**src/rtl/fifo_uart_tx.sv**
```systemverilog
// fifo_uart_tx: drains a first-word-fall-through FIFO and serializes each word
// as a UART frame (start bit, B data bits LSB first, STOP_BITS stop bits).
module fifo_uart_tx #(
    parameter int unsigned B         = 8,
    parameter int unsigned DIV       = 16,
    parameter int unsigned STOP_BITS = 1
) (
    input  logic         clk,
    input  logic         reset,
    input  logic         empty,
    input  logic [B-1:0] rd_data,
    output logic         rd,
    output logic         tx,
    output logic         busy
);
    localparam int unsigned TW = (DIV > 1) ? $clog2(DIV) : 1;
    localparam int unsigned BW = (B > 1) ? $clog2(B) : 1;
    localparam int unsigned SW = (STOP_BITS > 1) ? $clog2(STOP_BITS) : 1;

    localparam logic [TW-1:0] TICK_LAST = TW'(DIV - 1);
    localparam logic [TW-1:0] TICK_ONE  = TW'(1);
    localparam logic [BW-1:0] BIT_LAST  = BW'(B - 1);
    localparam logic [BW-1:0] BIT_ONE   = BW'(1);
    localparam logic [SW-1:0] STOP_LAST = SW'(STOP_BITS - 1);
    localparam logic [SW-1:0] STOP_ONE  = SW'(1);

    typedef enum logic [1:0] {IDLE, START, DATA, STOP} state_t;

    state_t        state_q, state_d;
    logic [TW-1:0] tick_q, tick_d;
    logic [BW-1:0] bit_q, bit_d;
    logic [SW-1:0] stop_q, stop_d;
    logic [B-1:0]  shift_q, shift_d;
    logic          tx_q, tx_d;
    logic          busy_q, busy_d;

    logic tick_last;
    logic frame_end;

    assign tick_last = (tick_q == TICK_LAST);
    assign frame_end = (state_q == STOP) && tick_last && (stop_q == STOP_LAST);

    // Fetching on the final stop cycle lets the next start bit follow with no gap.
    assign rd   = ~reset & ~empty & ((state_q == IDLE) | frame_end);
    assign tx   = tx_q;
    assign busy = busy_q;

    always_comb begin
        state_d = state_q;
        tick_d  = tick_q;
        bit_d   = bit_q;
        stop_d  = stop_q;
        shift_d = shift_q;
        case (state_q)
            IDLE: begin
                if (rd) begin
                    shift_d = rd_data;
                    tick_d  = '0;
                    state_d = START;
                end
            end
            START: begin
                if (tick_last) begin
                    tick_d  = '0;
                    bit_d   = '0;
                    state_d = DATA;
                end else begin
                    tick_d = tick_q + TICK_ONE;
                end
            end
            DATA: begin
                if (tick_last) begin
                    tick_d  = '0;
                    shift_d = shift_q >> 1;
                    if (bit_q == BIT_LAST) begin
                        bit_d   = '0;
                        stop_d  = '0;
                        state_d = STOP;
                    end else begin
                        bit_d = bit_q + BIT_ONE;
                    end
                end else begin
                    tick_d = tick_q + TICK_ONE;
                end
            end
            STOP: begin
                if (tick_last) begin
                    tick_d = '0;
                    if (stop_q == STOP_LAST) begin
                        stop_d = '0;
                        if (rd) begin
                            shift_d = rd_data;
                            state_d = START;
                        end else begin
                            state_d = IDLE;
                        end
                    end else begin
                        stop_d = stop_q + STOP_ONE;
                    end
                end else begin
                    tick_d = tick_q + TICK_ONE;
                end
            end
            default: state_d = IDLE;
        endcase

        // Outputs are registered from the next state so they never glitch.
        case (state_d)
            START:   tx_d = 1'b0;
            DATA:    tx_d = shift_d[0];
            default: tx_d = 1'b1;
        endcase
        busy_d = (state_d != IDLE);
    end

    always_ff @(posedge clk or posedge reset) begin
        if (reset) begin
            state_q <= IDLE;
            tick_q  <= '0;
            bit_q   <= '0;
            stop_q  <= '0;
            shift_q <= '0;
            tx_q    <= 1'b1;
            busy_q  <= 1'b0;
        end else begin
            state_q <= state_d;
            tick_q  <= tick_d;
            bit_q   <= bit_d;
            stop_q  <= stop_d;
            shift_q <= shift_d;
            tx_q    <= tx_d;
            busy_q  <= busy_d;
        end
    end
endmodule

```
**config.mk**
```make
export PLATFORM = sky130hd
export DESIGN_NAME = fifo_uart_tx
export DESIGN_NICKNAME = d
export VERILOG_FILES = /design/src/rtl/fifo_uart_tx.sv
export SDC_FILE = /design/constraint.sdc
export NUM_CORES = 1
export LEC_CHECK = 0
export ABC_CLOCK_PERIOD_IN_PS = 1500
export CAP_MARGIN = 25
export CORE_MARGIN = 2
export CORE_UTILIZATION = 49
export CTS_BUF_LIST = sky130_fd_sc_hd__clkbuf_8
export DETAILED_ROUTE_END_ITERATION = 8
export PLACE_DENSITY_LB_ADDON = 0.1
export SYNTH_ARGS = -nofsm -noshare
export SYNTH_HDL_FRONTEND = slang
export SYNTH_SLANG_ARGS = --single-unit
```
**constraint.sdc**
```tcl
create_clock -name clk -period 1.5 [get_ports clk]
set_input_delay 0.225 -clock clk [delete_from_list [all_inputs] [get_ports clk]]
set_output_delay 0.225 -clock clk [all_outputs]
set_load 0.01 [all_outputs]
```
Word level (Yosys, flattened, before mapping)
Cells that the tools add are included.

Logic and storage cells: 67. Input port bits: 11. Output and inout port bits: 3. Register bits after elaboration: 20.

Muxes and demuxes: 26. Add/subtract/negate cells: 3. Equality and inequality tests: 13. Reductions and logical operators: 11. Bitwise logic cells: 6.

Operator list (count): $mux W8 (4); $pmux W8 S3 (1); $mux W2 (6); $ne A2 B2 Y1 const B (6); $mux W3 (3); $mux W4 (2); $pmux W2 S4 (1); $pmux W4 S2 (1); $reduce_and A4 Y1 (2); $eq A2 B2 Y1 const B (3); $pmux W3 S2 (1); $reduce_bool A2 Y1 (3); $mux W1 (5); $add A4 B1 Y4 const B (1); $eq A2 B1 Y1 const B (2); $eq A4 B4 Y1 const B (1); $pmux W1 S2 (2); $add A3 B1 Y3 const B (1); $eq A3 B3 Y1 const B (1); $not A1 Y1 (3); $reduce_and A3 Y1 (1); $reduce_bool A3 Y1 (1); $reduce_or A3 Y1 (1); $and A1 B1 Y1 (2); 4 further kinds (5).

Depth between registers and ports, before layout
Depth in word-level cells: 11. Depth in mapped cells: 6. Gate-level depth less buffers: 5.

Worst setup path before layout
No wires, ideal clock.

Path type: flip-flop to flip-flop. From: register tick_q[0]. To: register state_q[0]. Path buffers: 1. Slack: -0.070 ns. Setup time: 0.126 ns. Arrival time: 1.444 ns. Period minus slack after synthesis: 1.570 ns. Stages on the path, launching flop included: 6. Data required time: 1.374 ns. Path through: dfrtp_1 ha_1 and4b_1 buf_6 a22o_1 a221o_1.

Word-level cells in the longest chain between the ends: 9. Elaborated cells between the ends (all ways): 12. Those cells by class: 1 x eq/ne; 7 x mux; 2 x bitwise; 2 x reduce/logical.

RTL lines: from (decl) (line 30) `logic [TW-1:0] tick_q, tick_d;`; from (signal assigned) (line 127) `tick_q <= tick_d;`; $eq A4 B4 Y1 (*) (line 40) `assign tick_last = (tick_q == TICK_LAST);`; $logic_and A1 B1 Y1 (2 in a row) (line 41) `assign frame_end = (state_q == STOP) && tick_last && (stop_q == STOP_LAST);`; $or A1 B1 Y1 (line 44) `assign rd = ~reset & ~empty & ((state_q == IDLE) | frame_end);`; $and A1 B1 Y1 (line 44); $mux W1 (line 91) `if (rd) begin`; $mux W2 (line 89) `if (stop_q == STOP_LAST) begin`; $mux W2 (line 87) `if (tick_last) begin`; $pmux W2 S4 (*) (line 54) `case (state_q)`; net state_d[0] (line 29) `state_t state_q, state_d;`; to (signal assigned) (line 126) `state_q <= state_d;`; to (decl) (line 29).

The timed path passes the listed nets; every way through them passes the cells marked *. A chain may end at the register's enable or synchronous reset.

Worst setup path in the final report
From: register tick_q[0]. To: register tx_q, in the netlist tx.

Word-level cells in the longest chain between the ends: 11. Elaborated cells between the ends (all ways): 20. Those cells by class: 3 x eq/ne; 13 x mux; 2 x bitwise; 2 x reduce/logical.

RTL lines: $eq A4 B4 Y1 (*) (line 40); $logic_and A1 B1 Y1 (2 in a row) (line 41); $or A1 B1 Y1 (line 44); $and A1 B1 Y1 (line 44); $mux W1 (line 91); $mux W2 (line 89); $mux W2 (line 87); $pmux W2 S4 (line 54); $eq A2 B2 Y1 / $eq A2 B1 Y1 (equally long branches) (line 108) `case (state_d)`; $pmux W1 S2 (*) (line 108); net tx_d (line 34) `logic tx_q, tx_d;`; to (signal assigned) (line 131) `tx_q <= tx_d;`; to (decl) (line 34).

The timed path passes the listed nets; every way through them passes the cells marked *. The select of a mux whose other input is x is not followed.

==> key figures <==
Logic synthesis
  – Unique masters post-synth: 34
  – Synthesized net count: 111
  – Seq/Total Area, Yosys: 44.9%
  – Mapped Cells: 97
  – Netlist Area Pre-Place: 0.00106 sq mm
  – Syn_area_per_cell: 11.0 sq um
  – Synthesis Warnings: 0
  – Count of state elements after synthesis: 19

Detailed routing
  – Total Wirelength: 2470 microns
  – Routed Antenna Nets: 0
  – WL per Instance: 15.8 microns
  – Via Count: 947
  – Number of remaining DRC errors: 0
  – DR vias/cell: 6.07
  – Initial DRT Pass Iterations: 4
  – First DRT Iteration DRCs: 24

STA
  – Final setup violation count: 7
  – Worst Slack Setup Final: -0.104 ns
  – Tcrit/Tclk final: 107%
  – Crit path time final: 1.60 ns
  – F_max: 623 MHz
  – RSZ-0062 raised after global routing: true
  – Post-Route Skew: 0.00267 ns
  – Max-slew violations: 0
  – Final Hold Viols: 0
  – Slew HR: 77.6%
  – Slew of the pin with the lowest slew margin: 0.336 ns

Floorplan
  – Ports: 14
  – Site Rows: 16
  – Die Height: 50.6 microns
  – Starting Density: 53.1%
  – Core box area: 0.00200 sq mm
  – Die ar.: 0.00256 sq mm
  – Die width: 50.6 microns

Power
  – Cell-internal power: 1.56 mW
  – Pwr Total: 2.44 mW
  – Reg power frac: 36.0%
  – Sw Share: 36.0%
  – Clk pwr share: 14.5%
  – Share of total power in combinational logic: 49.6%
  – Leakage: 0.660 nW
  – P per Cell Area: 1690 mW/mm^2
  – Peak VDD IR: 0.00116 V
  – Psw: 0.876 mW

Hold path
  – Min-delay worst type: in -> async

GRT
  – All-Layer GR Usage: 22.8%
  – Vias in the first global route: 979
  – Global-route wire length before repair: 4380 microns
  – Initial antenna violation count: 0
  – Largest net degree at the start of global routing: 18
  – Gr ovfl total: 0

Layout
  – Layout cells sized above 1: 32.6%
  – Final core utilization: 72.0%
  – Highest-count cells in the layout ignoring fill and taps: dfrtp_1, buf_4, clkdlybuf4s50_1
  – Nets: 144
  – Post-route cell area: 0.00144 sq mm
  – Area grow syn2layout: 35.7%
  – Antenna cells: 0

Worst setup path
  – CP Launch Type: flop
  – Critical path required time: 1.68 ns
  – Endpoint type of the worst setup path: flop
  – Worst Path Max Fanout: 5
  – CP startpoint: tick_q[0]$_DFFE_PP0P_
  – Worst r2r src: tick_q[0]$_DFFE_PP0P_
  – CP Class: reg -> reg
  – Worst EP arrival: 1.78 ns

Place
  – Gpl congestion: 0.894
  – Placement Setup Slack: -0.318 ns
  – IO buf count: 13
  – DP Wirelength: 1730 microns
  – Post-place instance area: 0.00132 sq mm

Clocking
  – TritonCTS Buffers: 3
  – Clock latency at the later pin of the worst-skew pair: 0.26 ns
  – Maximum clock insertion buffer count: 2
  – CTS Hold Buffers Added: 0
  – H-tree depth: 1
  – Clock Tree Root: clkbuf_8
  – CTS tree: done
  – Clock transition at the registers of the reported paths: 0.07 ns
  – CTS Sinks: 19

Status
  – Failing checks: setup timing
  – Status: finished, violations left

Run
  – Number of max-cap violations: 0
==> registers in the layout, summed over array words and instances, names as in the netlist <==
signal   count
busy         1
state_q      2
shift_q      8
tx           1
tick_q       4
bit_q        3
==> routing by layer <==
layer | wire length (microns) | part of all wire (%) | GRT usage [%]
met4 | 40 | 1.6 | 11.7
met3 | 91 | 3.7 | 2.68
met5 | 0 | 0 | 0
met2 | 1170 | 47 | 34.9
met1 | 1160 | 47 | 31.9
==> logic make-up after synthesis <==
group	count (synthesis)	share of synthesized area, %
adder cells (fa/ha/maj)	3	3.53
XOR/XNOR	2	1.65
flip-flops	19	44.9
AO/OA/AOI/OAI	32	25.7
multiplexers	2	1.88
AND/OR/NAND/NOR	30	16.3
buffers and inverters	9	6.12
==> layout make-up <==
cell class / instances / area, sq um
multi-input combinational: 70 / 579
fill: 145 / 561
clock buffer: 3 / 41.3
timing repair buffer: 34 / 299
sequential: 19 / 477
clock inverter: 1 / 3.75
tap: 27 / 33.8
inverter: 2 / 7.51
==> final timing paths <==
kind | endpoint | slack, ns | cells after the start
max in group asynchronous | tick_q[0]$_DFFE_PP0P_ | 0.68 | 4
worst max register to register | tx$_DFF_PP1_ | -0.10 | 6
worst min-delay path | state_q[1]$_DFF_PP0_ | 0.39 | 3
worst max-delay path | tx$_DFF_PP1_ | -0.10 | 6
worst min register to register | shift_q[7]$_DFFE_PP0P_ | 0.50 | 1
min in group clk | shift_q[7]$_DFFE_PP0P_ | 0.50 | 1
==> through the flow <==
stage	hold slack [ns]	cells	setup TNS [ns]
CTS	0.387	156	-0.365
detailed placement	0.478	149	-3.22
global placement	0.481	149	-3.22
global route	0.432	156	-0.922
floorplan	0.175	97	0
finish	0.389	156	-0.350
==> cells in the mapped netlist <==
cell type	count	area (sq um)
and4b_1	1	10.0
o32ai_2	1	16.3
o31ai_1	1	7.51
nor2_1	6	22.5
a31oi_1	1	6.26
nand2_1	4	15.0
clkbuf_1	1	3.75
nand3_1	3	15.0
o221a_2	1	11.3
nand2b_1	2	12.5
nand4_1	2	12.5
a21oi_1	2	10.0
o41ai_1	1	8.76
a22o_1	8	70.1
and3_1	7	43.8
buf_4	2	15.0
inv_1	2	7.51
dfrtp_1	18	450
buf_6	3	33.8
a21o_1	1	7.51
mux2i_1	2	20.0
xnor2_1	2	17.5
buf_2	1	5.00
a311oi_1	1	8.76
nor2_4	2	22.5
or2_2	1	6.26
a21oi_2	2	17.5
o21ai_0	4	20.0
a32o_1	1	10.0
a221o_1	7	70.1
ha_1	3	37.5
or2_1	2	12.5
dfstp_2	1	26.3
o21a_2	1	8.76
==> worst max-delay path, stage by stage, from the launching register on <==
cell,delay [ns]
dfrtp_1,0.41
ha_4,0.18
buf_6,0.12
and4b_2,0.25
a32o_2,0.28
o32ai_2,0.22
a31oi_1,0.08
==> repair_timing <==
action                     CTS  global route
buffers inserted             2             0
gates cloned                 1             0
setup endpoints to repair   12            14
gates resized for setup     14             4
pin swaps                    7             1
==> power by group through the flow <==
stage / sequential, mW / combinational (mW) / clock, mW
2_1_floorplan: 0.887 / 0.744 / 0
3_3_place_gp: 0.877 / 1.08 / 0
3_5_place_dp: 0.880 / 1.11 / 0
4_1_cts: 0.877 / 1.17 / 0.361
5_1_grt: 0.906 / 1.32 / 0.380
6_report: 0.876 / 1.21 / 0.352
No activity file was read; power rests on OpenSTA's default activity.
